[src/rtl/csr_pkg.sv]
// Machine-mode CSR definitions shared by the CSR block and its counters.
//   - CSR addresses
//   - csr_op (funct3) encodings
//   - mstatus / mie / mip bit positions
//   - misa value builder
package csr_pkg;

   typedef enum logic [2:0] {
      CSR_OP_RSV0 = 3'b000,
      CSR_OP_RW   = 3'b001,
      CSR_OP_RS   = 3'b010,
      CSR_OP_RC   = 3'b011,
      CSR_OP_RSV4 = 3'b100,
      CSR_OP_RWI  = 3'b101,
      CSR_OP_RSI  = 3'b110,
      CSR_OP_RCI  = 3'b111
   } csr_op_e;

   localparam logic [11:0] ADDR_MVENDORID      = 12'hF11;
   localparam logic [11:0] ADDR_MARCHID        = 12'hF12;
   localparam logic [11:0] ADDR_MIMPID         = 12'hF13;
   localparam logic [11:0] ADDR_MHARTID        = 12'hF14;
   localparam logic [11:0] ADDR_MSTATUS        = 12'h300;
   localparam logic [11:0] ADDR_MISA           = 12'h301;
   localparam logic [11:0] ADDR_MIE            = 12'h304;
   localparam logic [11:0] ADDR_MTVEC          = 12'h305;
   localparam logic [11:0] ADDR_MCOUNTINHIBIT  = 12'h320;
   localparam logic [11:0] ADDR_MHPMEVENT3     = 12'h323;
   localparam logic [11:0] ADDR_MHPMEVENT31    = 12'h33F;
   localparam logic [11:0] ADDR_MSCRATCH       = 12'h340;
   localparam logic [11:0] ADDR_MEPC           = 12'h341;
   localparam logic [11:0] ADDR_MCAUSE         = 12'h342;
   localparam logic [11:0] ADDR_MTVAL          = 12'h343;
   localparam logic [11:0] ADDR_MIP            = 12'h344;
   localparam logic [11:0] ADDR_MCYCLE         = 12'hB00;
   localparam logic [11:0] ADDR_MINSTRET       = 12'hB02;
   localparam logic [11:0] ADDR_MHPMCOUNTER3   = 12'hB03;
   localparam logic [11:0] ADDR_MHPMCOUNTER31  = 12'hB1F;
   localparam logic [11:0] ADDR_MCYCLEH        = 12'hB80;
   localparam logic [11:0] ADDR_MINSTRETH      = 12'hB82;
   localparam logic [11:0] ADDR_MHPMCOUNTER3H  = 12'hB83;
   localparam logic [11:0] ADDR_MHPMCOUNTER31H = 12'hB9F;

   localparam int MSTATUS_MIE_BIT  = 3;
   localparam int MSTATUS_MPIE_BIT = 7;
   localparam int MSTATUS_MPP_LO   = 11;

   localparam int MIE_MSIE_BIT = 3;
   localparam int MIE_MTIE_BIT = 7;
   localparam int MIE_MEIE_BIT = 11;

   localparam int MIP_MSIP_BIT = 3;
   localparam int MIP_MTIP_BIT = 7;
   localparam int MIP_MEIP_BIT = 11;

   localparam int MISA_I_BIT = 8;

   // MXL lives in the top two bits of the register, so the value depends on width.
   function automatic logic [63:0] misa_value(input int unsigned mxlen);
      logic [63:0] v;
      v = '0;
      v[MISA_I_BIT] = 1'b1;
      if (mxlen == 64) begin
         v[63:62] = 2'd2;
      end else begin
         v[31:30] = 2'd1;
      end
      return v;
   endfunction

endpackage

[src/rtl/csr_counter.sv]
// One 64-bit event counter (mcycle / minstret style).
//   CLK      sole clock, state changes on the falling edge
//   reset_n  async active-low reset, clears the count
//   inc      count one event this cycle
//   inhibit  freeze the count
//   wr_lo    load wdata[31:0] into bits 31:0
//   wr_hi    load wdata[31:0] into bits 63:32
//   wr_full  load all 64 bits of wdata
//   count    current value
// Any write takes precedence over the increment for the whole counter.
module csr_counter (
   input  logic        CLK,
   input  logic        reset_n,
   input  logic        inc,
   input  logic        inhibit,
   input  logic        wr_lo,
   input  logic        wr_hi,
   input  logic        wr_full,
   input  logic [63:0] wdata,
   output logic [63:0] count
);

   always_ff @(negedge CLK or negedge reset_n) begin
      if (!reset_n) begin
         count <= '0;
      end else if (wr_full) begin
         count <= wdata;
      end else if (wr_lo) begin
         count[31:0] <= wdata[31:0];
      end else if (wr_hi) begin
         count[63:32] <= wdata[31:0];
      end else if (inc && !inhibit) begin
         count <= count + 64'd1;
      end
   end

endmodule

[src/rtl/csr_unit.sv]
// Machine-mode CSR file: access decode, WARL field handling, trap entry,
// MRET, interrupt pending and the mcycle/minstret counters.
//   CLK, reset_n                  falling-edge clock, async active-low reset
//   csr_valid/addr/op             CSR instruction presented this cycle
//   rs1_data, src_field           register operand / rs1 index or zimm
//   csr_rdata, csr_illegal        old CSR value and illegal flag (combinational)
//   instret_inc                   one instruction retired
//   trap_valid/cause/pc/tval      trap entry request
//   mret                          MRET executes
//   irq_ext/timer/soft            interrupt lines
//   trap_target                   trap vector (combinational)
//   mepc_out                      current mepc
//   irq_pending                   enabled interrupt pending with MIE set
module csr_unit
   import csr_pkg::*;
#(
   parameter int unsigned      MXLEN       = 32,
   parameter logic [MXLEN-1:0] HART_ID     = '0,
   parameter logic [MXLEN-1:0] MTVEC_RESET = '0
) (
   input  logic             CLK,
   input  logic             reset_n,
   input  logic             csr_valid,
   input  logic [11:0]      csr_addr,
   input  logic [2:0]       csr_op,
   input  logic [MXLEN-1:0] rs1_data,
   input  logic [4:0]       src_field,
   output logic [MXLEN-1:0] csr_rdata,
   output logic             csr_illegal,
   input  logic             instret_inc,
   input  logic             trap_valid,
   input  logic [MXLEN-1:0] trap_cause,
   input  logic [MXLEN-1:0] trap_pc,
   input  logic [MXLEN-1:0] trap_tval,
   input  logic             mret,
   input  logic             irq_ext,
   input  logic             irq_timer,
   input  logic             irq_soft,
   output logic [MXLEN-1:0] trap_target,
   output logic [MXLEN-1:0] mepc_out,
   output logic             irq_pending
);

   localparam logic [63:0]      MISA_FULL = misa_value(MXLEN);
   localparam logic [MXLEN-1:0] MISA_VAL  = MISA_FULL[MXLEN-1:0];
   localparam logic [MXLEN-1:0] MIE_WMASK = MXLEN'((64'd1 << MIE_MEIE_BIT) |
                                                   (64'd1 << MIE_MTIE_BIT) |
                                                   (64'd1 << MIE_MSIE_BIT));

   logic             mstatus_mie;
   logic             mstatus_mpie;
   logic [MXLEN-1:0] mie_q;
   logic [MXLEN-1:0] mtvec_q;
   logic [MXLEN-1:0] mscratch_q;
   logic [MXLEN-1:0] mepc_q;
   logic [MXLEN-1:0] mcause_q;
   logic [MXLEN-1:0] mtval_q;
   logic             cy_inhibit;
   logic             ir_inhibit;
   logic [2:0]       irq_q;          // {ext, timer, soft}
   logic [63:0]      cycle_cnt;
   logic [63:0]      instret_cnt;

   logic [MXLEN-1:0] mstatus_val;
   logic [MXLEN-1:0] mip_val;
   logic [MXLEN-1:0] inhibit_val;
   logic [MXLEN-1:0] rd_val;
   logic             csr_impl;
   logic             wr_attempt;
   logic             op_reserved;
   logic             csr_we;
   logic [MXLEN-1:0] csr_operand;
   logic [MXLEN-1:0] csr_wdata;
   logic             wr_mstatus;
   logic [MXLEN-1:0] mtvec_base;
   logic             trap_vectored;

   // MPP is hardwired to machine mode; only MIE/MPIE are real state.
   always_comb begin
      mstatus_val = '0;
      mstatus_val[MSTATUS_MIE_BIT]                     = mstatus_mie;
      mstatus_val[MSTATUS_MPIE_BIT]                    = mstatus_mpie;
      mstatus_val[MSTATUS_MPP_LO+1:MSTATUS_MPP_LO]     = 2'b11;
   end

   always_comb begin
      mip_val = '0;
      mip_val[MIP_MEIP_BIT] = irq_q[2];
      mip_val[MIP_MTIP_BIT] = irq_q[1];
      mip_val[MIP_MSIP_BIT] = irq_q[0];
   end

   always_comb begin
      inhibit_val    = '0;
      inhibit_val[0] = cy_inhibit;
      inhibit_val[2] = ir_inhibit;
   end

   always_comb begin
      rd_val   = '0;
      csr_impl = 1'b1;
      if (csr_addr inside {[ADDR_MHPMCOUNTER3:ADDR_MHPMCOUNTER31],
                           [ADDR_MHPMEVENT3:ADDR_MHPMEVENT31]}) begin
         rd_val = '0;
      end else if (csr_addr inside {[ADDR_MHPMCOUNTER3H:ADDR_MHPMCOUNTER31H]}) begin
         csr_impl = (MXLEN == 32);
      end else begin
         case (csr_addr)
            ADDR_MVENDORID,
            ADDR_MARCHID,
            ADDR_MIMPID:        rd_val = '0;
            ADDR_MHARTID:       rd_val = HART_ID;
            ADDR_MISA:          rd_val = MISA_VAL;
            ADDR_MSTATUS:       rd_val = mstatus_val;
            ADDR_MIE:           rd_val = mie_q;
            ADDR_MIP:           rd_val = mip_val;
            ADDR_MTVEC:         rd_val = mtvec_q;
            ADDR_MCOUNTINHIBIT: rd_val = inhibit_val;
            ADDR_MSCRATCH:      rd_val = mscratch_q;
            ADDR_MEPC:          rd_val = mepc_q;
            ADDR_MCAUSE:        rd_val = mcause_q;
            ADDR_MTVAL:         rd_val = mtval_q;
            ADDR_MCYCLE:        rd_val = MXLEN'(cycle_cnt);
            ADDR_MINSTRET:      rd_val = MXLEN'(instret_cnt);
            ADDR_MCYCLEH: begin
               if (MXLEN == 32) rd_val = MXLEN'(cycle_cnt[63:32]);
               else             csr_impl = 1'b0;
            end
            ADDR_MINSTRETH: begin
               if (MXLEN == 32) rd_val = MXLEN'(instret_cnt[63:32]);
               else             csr_impl = 1'b0;
            end
            default:            csr_impl = 1'b0;
         endcase
      end
   end

   assign csr_rdata = rd_val;

   // Set/clear forms with a zero source are pure reads and may target read-only space.
   assign wr_attempt  = (csr_op[1:0] == 2'b01) || (src_field != 5'd0);
   assign op_reserved = (csr_op[1:0] == 2'b00);
   assign csr_illegal = csr_valid &
                        (~csr_impl | op_reserved | (wr_attempt & (csr_addr[11:10] == 2'b11)));
   assign csr_we      = csr_valid & ~csr_illegal & wr_attempt;

   assign csr_operand = csr_op[2] ? MXLEN'(src_field) : rs1_data;

   always_comb begin
      case (csr_op[1:0])
         2'b01:   csr_wdata = csr_operand;
         2'b10:   csr_wdata = rd_val | csr_operand;
         default: csr_wdata = rd_val & ~csr_operand;
      endcase
   end

   assign wr_mstatus = csr_we && (csr_addr == ADDR_MSTATUS);

   always_ff @(negedge CLK or negedge reset_n) begin
      if (!reset_n) begin
         mstatus_mie  <= 1'b0;
         mstatus_mpie <= 1'b0;
         mie_q        <= '0;
         mtvec_q      <= MTVEC_RESET;
         mscratch_q   <= '0;
         mepc_q       <= '0;
         mcause_q     <= '0;
         mtval_q      <= '0;
         cy_inhibit   <= 1'b0;
         ir_inhibit   <= 1'b0;
         irq_q        <= '0;
      end else begin
         irq_q <= {irq_ext, irq_timer, irq_soft};

         // Registers never touched by trap entry or MRET.
         if (csr_we) begin
            case (csr_addr)
               ADDR_MIE:      mie_q <= csr_wdata & MIE_WMASK;
               ADDR_MTVEC:    mtvec_q <= {csr_wdata[MXLEN-1:2],
                                          csr_wdata[1] ? mtvec_q[1:0] : csr_wdata[1:0]};
               ADDR_MSCRATCH: mscratch_q <= csr_wdata;
               ADDR_MCOUNTINHIBIT: begin
                  cy_inhibit <= csr_wdata[0];
                  ir_inhibit <= csr_wdata[2];
               end
               default: ;
            endcase
         end

         // Trap entry owns mepc/mcause/mtval/mstatus for the cycle; else write beats MRET.
         if (trap_valid) begin
            mepc_q       <= {trap_pc[MXLEN-1:2], 2'b00};
            mcause_q     <= trap_cause;
            mtval_q      <= trap_tval;
            mstatus_mpie <= mstatus_mie;
            mstatus_mie  <= 1'b0;
         end else begin
            if (csr_we) begin
               case (csr_addr)
                  ADDR_MEPC:   mepc_q   <= {csr_wdata[MXLEN-1:2], 2'b00};
                  ADDR_MCAUSE: mcause_q <= csr_wdata;
                  ADDR_MTVAL:  mtval_q  <= csr_wdata;
                  default: ;
               endcase
            end
            if (wr_mstatus) begin
               mstatus_mie  <= csr_wdata[MSTATUS_MIE_BIT];
               mstatus_mpie <= csr_wdata[MSTATUS_MPIE_BIT];
            end else if (mret) begin
               mstatus_mie  <= mstatus_mpie;
               mstatus_mpie <= 1'b1;
            end
         end
      end
   end

   csr_counter u_mcycle (
      .CLK     (CLK),
      .reset_n (reset_n),
      .inc     (1'b1),
      .inhibit (cy_inhibit),
      .wr_lo   (csr_we && (csr_addr == ADDR_MCYCLE) && (MXLEN == 32)),
      .wr_hi   (csr_we && (csr_addr == ADDR_MCYCLEH)),
      .wr_full (csr_we && (csr_addr == ADDR_MCYCLE) && (MXLEN == 64)),
      .wdata   (64'(csr_wdata)),
      .count   (cycle_cnt)
   );

   csr_counter u_minstret (
      .CLK     (CLK),
      .reset_n (reset_n),
      .inc     (instret_inc),
      .inhibit (ir_inhibit),
      .wr_lo   (csr_we && (csr_addr == ADDR_MINSTRET) && (MXLEN == 32)),
      .wr_hi   (csr_we && (csr_addr == ADDR_MINSTRETH)),
      .wr_full (csr_we && (csr_addr == ADDR_MINSTRET) && (MXLEN == 64)),
      .wdata   (64'(csr_wdata)),
      .count   (instret_cnt)
   );

   // Vectored mode only applies to interrupts; offset is 4 * cause without the MSB.
   assign mtvec_base    = {mtvec_q[MXLEN-1:2], 2'b00};
   assign trap_vectored = (mtvec_q[1:0] == 2'b01) && trap_cause[MXLEN-1];
   assign trap_target   = trap_vectored ?
                          mtvec_base + MXLEN'({trap_cause[MXLEN-2:0], 2'b00}) : mtvec_base;

   assign mepc_out    = mepc_q;
   assign irq_pending = mstatus_mie & (|(mip_val & mie_q));

endmodule

[config.mk]
export PLATFORM = sky130hd
export DESIGN_NAME = csr_unit
export DESIGN_NICKNAME = d
export VERILOG_FILES = /design/src/rtl/csr_pkg.sv /design/src/rtl/csr_counter.sv /design/src/rtl/csr_unit.sv
export SDC_FILE = /design/constraint.sdc
export NUM_CORES = 1
export LEC_CHECK = 0
export ABC_AREA = 1
export BUFFER_PORTS_ARGS = -buffer_cell sky130_fd_sc_hd__clkbuf_2
export CAP_MARGIN = 0
export CORE_ASPECT_RATIO = 0.8
export CORE_UTILIZATION = 62
export CTS_BUF_LIST = sky130_fd_sc_hd__clkbuf_8
export DETAILED_ROUTE_END_ITERATION = 8
export GPL_ROUTABILITY_DRIVEN = 0
export PLACE_DENSITY = 0.84
export SLEW_MARGIN = 20
export SYNTH_ARGS = -nofsm -noshare
export SYNTH_HDL_FRONTEND = slang
export SYNTH_SLANG_ARGS = --single-unit
[constraint.sdc]
create_clock -name CLK -period 3.4 [get_ports CLK]
set_clock_uncertainty 0.1 [all_clocks]
set_input_delay 0.68 -clock CLK [delete_from_list [all_inputs] [get_ports CLK]]
set_output_delay 0.68 -clock CLK [all_outputs]
set_load 0.005 [all_outputs]
==> impl_metrics.env, run 1 <==
export IMPL_status="stopped before the end"
export IMPL_lastStage="clock tree synthesis (4_1_cts)"
export IMPL_firstError="[ERROR DPL-0033] detailed placement checks failed during check placement."
export IMPL_yosys_area_top_type="dfrtn_1"
export IMPL_clock_sinks=295
export IMPL_synthArstFlopShare_pct=100
export IMPL_yosys_warnings=0
export IMPL_cts_made_buffers=49
export IMPL_synth_xor_area_share_pct=4.95
export IMPL_synth_fa_ha_area_share_pct=1.95
export IMPL_place_inst=4872
export IMPL_initial_core_util_pct=63.3
export IMPL_avgSynthCellArea_um2=6.24
export IMPL_cts_root_buffer="clkbuf_8"
export IMPL_ys_ff_latch=295
export IMPL_netlist_instances=3660
export IMPL_yosys_top_cells_area="dfrtn_1 (32%), nand2_1 (24%), nand3_1 (10%), nor2_1 (5.1%), xor2_1 (3.8%)"
export IMPL_synth_cell_types=44
export IMPL_post_cts_buffers=147
export IMPL_postCtsHoldBufs=0
export IMPL_seq_area_frac_synth_pct=32.3
export IMPL_yosys_top_cells_count="nand2_1 (1474), nand3_1 (472), nor2_1 (308)"
export IMPL_synth_simple_area_share_pct=46.2
export IMPL_synth_edf_count=0
export IMPL_muxShareOfSynthArea_pct=0
export IMPL_ctsResizeCount=768
export IMPL_io_pins=255
export IMPL_synth_top_family_by_area="simple AND/OR/NAND/NOR gates"
export IMPL_syn_cell_area_um2=22800
export IMPL_port_buffers=248
export IMPL_synth_compound_area_share_pct=7.27
export IMPL_die_h_um=174
export IMPL_die_w_um=217
export IMPL_h_tree_depth=2
export IMPL_clk_path_buf_depth=3
export IMPL_hpwl_um=88100
export IMPL_yosysMostFrequentCell="nand2_1"
export IMPL_ys_flop_type="dfrtn_1"
export IMPL_num_rows=62
export IMPL_synth_top_cell_area_share_pct=32.3
[stage by stage]
stage | setup WS (ps) | instance area [um^2]
floorplan | -908 | 24200
global placement | -1540 | 30400
detailed placement | -1600 | 30400
[cell families after synthesis]
| group | Yosys count |
|---|---|
| buf+inv | 398 |
| fa+ha+maj | 35 |
| xor+xnor | 129 |
| flops | 295 |
| simple gates | 2490 |
| compound gates | 312 |
| other cells | 1 |
==> run 2: changes to the inputs <==
--- a/config.mk
+++ b/config.mk
@@ -8,12 +8,10 @@
 export ABC_AREA = 1
 export BUFFER_PORTS_ARGS = -buffer_cell sky130_fd_sc_hd__clkbuf_2
 export CAP_MARGIN = 0
-export CORE_ASPECT_RATIO = 0.8
-export CORE_UTILIZATION = 62
-export CTS_BUF_LIST = sky130_fd_sc_hd__clkbuf_8
+export CORE_UTILIZATION = 40
 export DETAILED_ROUTE_END_ITERATION = 8
 export GPL_ROUTABILITY_DRIVEN = 0
-export PLACE_DENSITY = 0.84
+export PLACE_DENSITY_LB_ADDON = 0.15
 export SLEW_MARGIN = 20
 export SYNTH_ARGS = -nofsm -noshare
 export SYNTH_HDL_FRONTEND = slang
==> impl_metrics.env, run 2 <==
export IMPL_yosysMostFrequentCell="nand2_1"
export IMPL_first_global_vias=27300
export IMPL_required_ps=2620
export IMPL_num_rows=87
export IMPL_dr_first_iter_drc_count=3348
export IMPL_multi_input_area_um2=16400
export IMPL_regArea_um2=7380
export IMPL_port_buffers=248
export IMPL_violations="negative setup slack"
export IMPL_yosys_warnings=0
export IMPL_cts_made_buffers=39
export IMPL_synthArstFlopShare_pct=100
export IMPL_core_area_um2=56400
export IMPL_grt_max_degree=56
export IMPL_r2r_start="u_minstret.count[7]"
export IMPL_synth_edf_count=0
export IMPL_r2r_end="u_minstret.count[52]"
export IMPL_ys_ff_latch=295
export IMPL_criticalPathCategory="reg2out"
export IMPL_syn_cell_area_um2=22800
export IMPL_via_count=29700
export IMPL_fill_cells=5072
export IMPL_maxSlewHeadroom_pct=37.7
export IMPL_vias_per_cell=5.53
export IMPL_place_inst=5158
export IMPL_firstDrtPassIters=7
export IMPL_wl_per_cell_um=20.9
export IMPL_crit_path_end_kind="primary output"
export IMPL_path_max_fanout=4
export IMPL_ant_nets=0
export IMPL_avgSynthCellArea_um2=6.24
export IMPL_drive_gt1_share_pct=36.3
export IMPL_status="finished, violations left"
export IMPL_antenna_found_initial=0
export IMPL_max_vdd_ir_drop_uv=312
export IMPL_dieArea_um2=58000
export IMPL_slew_violations=0
export IMPL_hp_class="reg2reg"
export IMPL_worstPathArrival_ps=4370
export IMPL_die_w_um=241
export IMPL_overflow=0
export IMPL_hp_start="mcause_q[13]"
export IMPL_h_tree_depth=2
export IMPL_netlist_instances=3660
export IMPL_yosys_area_top_type="dfrtn_1"
export IMPL_yosys_top_cells_area="dfrtn_1 (32%), nand2_1 (24%), nand3_1 (10%), nor2_1 (5.1%), xor2_1 (3.8%)"
export IMPL_worstHoldPathCells=2
export IMPL_place_area_um2=30800
export IMPL_cellPowerDensity_nw_per_um2=281
export IMPL_top_regs="u_mcycle.count (64), u_minstret.count (64)"
export IMPL_stdcell_count=5366
export IMPL_wirelength_um=112000
export IMPL_layout_setup_ws_ps=-1750
export IMPL_cts_root_buffer="clkbuf_16"
export IMPL_rsz0062_at_grt="true"
export IMPL_mostFrequentLayoutCells="nand2_1 (1306), buf_4 (596), nand3_1 (347)"
export IMPL_rr_worst_depth=12
export IMPL_synth_top_cell_area_share_pct=32.3
export IMPL_post_route_drc_count=0
export IMPL_synth_simple_area_share_pct=46.2
export IMPL_final_setup_viol_count=385
export IMPL_clk_path_buf_depth=3
export IMPL_maxCapViolCount=0
export IMPL_fin_area_um2=35800
export IMPL_final_common_cell="nand2_1"
export IMPL_clock_latency_ps=570
export IMPL_die_h_um=241
export IMPL_grt_usage_pct=36.5
export IMPL_synth_fa_ha_area_share_pct=1.95
export IMPL_io_pins=255
export IMPL_synthToLayoutAreaGrowth_pct=56.9
export IMPL_synth_top_family_by_area="simple AND/OR/NAND/NOR gates"
export IMPL_hpwl_um=83200
export IMPL_nets=4771
export IMPL_yosys_top_cells_count="nand2_1 (1474), nand3_1 (472), nor2_1 (308)"
export IMPL_critPathLaunchType="register"
export IMPL_synth_compound_area_share_pct=7.27
export IMPL_grt_first_pass_wirelength_um=160000
export IMPL_ys_flop_type="dfrtn_1"
export IMPL_seq_area_frac_synth_pct=32.3
export IMPL_clock_sinks=295
export IMPL_hold_viol=0
export IMPL_holdPathEnd="mcause_q[13]"
export IMPL_initial_core_util_pct=40.5
export IMPL_synth_xor_area_share_pct=4.95
export IMPL_synth_cell_types=44
export IMPL_ff2ff_setup_slack_ps=270
export IMPL_muxShareOfSynthArea_pct=0
export IMPL_cts_reportedPaths_clkPinSlew_ps=40
export IMPL_cts_tree="built"
export IMPL_tightest_slew_ps=927
export IMPL_power_leakage_nw=17.6
-- run 2: stage by stage --
stage | utilization [%] | worst slack, ps | total power [W] | setup TNS [ps] | hold slack (ps)
final | 63.5 | -1750 | 0.0101 | -257960 | 329
after global routing | 63.5 | -1830 | 0.0104 | -290170 | 352
after CTS | 59.8 | -1710 | 0.00987 | -232890 | 331
after detailed placement | 54.6 | -1330 | 0.00564 | -380640 | 330
after global placement | 54.6 | -1320 | 0.00563 | -370600 | 325
after floorplan | - | -908 | 0.00461 | -238870 | 311
-- run 2: worst max-delay path, cell delays in order (launching register included) --
cell	delay [ps]
dfrtn_1	450
ha_4	240
a21oi_4	190
buf_6	120
o21ai_4	60
a21oi_4	200
inv_2	80
nand4_1	90
nand3_2	150
or2_4	290
nand3_2	60
nand2_1	60
buf_2	120
-- run 2: logic make-up (layout without fill, tap and decap cells) --
| logic type | count (synthesis) | count (layout) |
|---|---|---|
| other cells | 1 | 7 |
| xor+xnor | 129 | 129 |
| buf+inv | 398 | 1339 |
| fa+ha+maj | 35 | 35 |
| simple gates | 2490 | 2493 |
| compound gates | 312 | 312 |
| flops | 295 | 295 |
-- run 2: final cells by class --
class,count,share of cell area (%)
clock buffer,59,3.22
timing repair buffer,1038,24.8
clock inverter,10,0.349
tap,756,2.64
antenna,3,0.0210
inverter,232,2.59
multi-input combinational,2973,45.8
sequential,295,20.6
-- run 2: power by group --
group	internal [W]	switching [W]
sequential	0.00371	0.000116
combinational	0.000841	0.00121
clock	0.00249	0.00170
-- run 2: how the worst max path moves through the flow --
stage	from	to	slack, ps	depth (start not counted)
floorplan	mtvec_q[2]	trap_target[22]	-910	14
global placement	csr_addr[6]	u_minstret.count[6]	-1320	17
detailed placement	csr_addr[0]	u_minstret.count[6]	-1330	16
CTS	mtvec_q[2]	trap_target[30]	-1710	13
global route	mtvec_q[2]	trap_target[22]	-1830	15
finish	mtvec_q[5]	trap_target[26]	-1750	12
-- run 2: what timing repair did --
| action | CTS | global route |
|---|---|---|
| hold buffers | 0 | 0 |
| setup endpoints to repair | 385 | 385 |
| buffers inserted | 54 | 73 |
| pin swaps | 128 | 124 |
| resized for setup | 358 | 350 |
| cloned | 4 | 15 |
-- run 2: per-layer routing --
metal | track usage (%) | share of wire, %
met1 | 48.3 | 40
met3 | 6.34 | 9.4
met2 | 57.6 | 45
met4 | 17.7 | 6.1
met5 | 0 | 0
(Power assumes the default switching activity.)
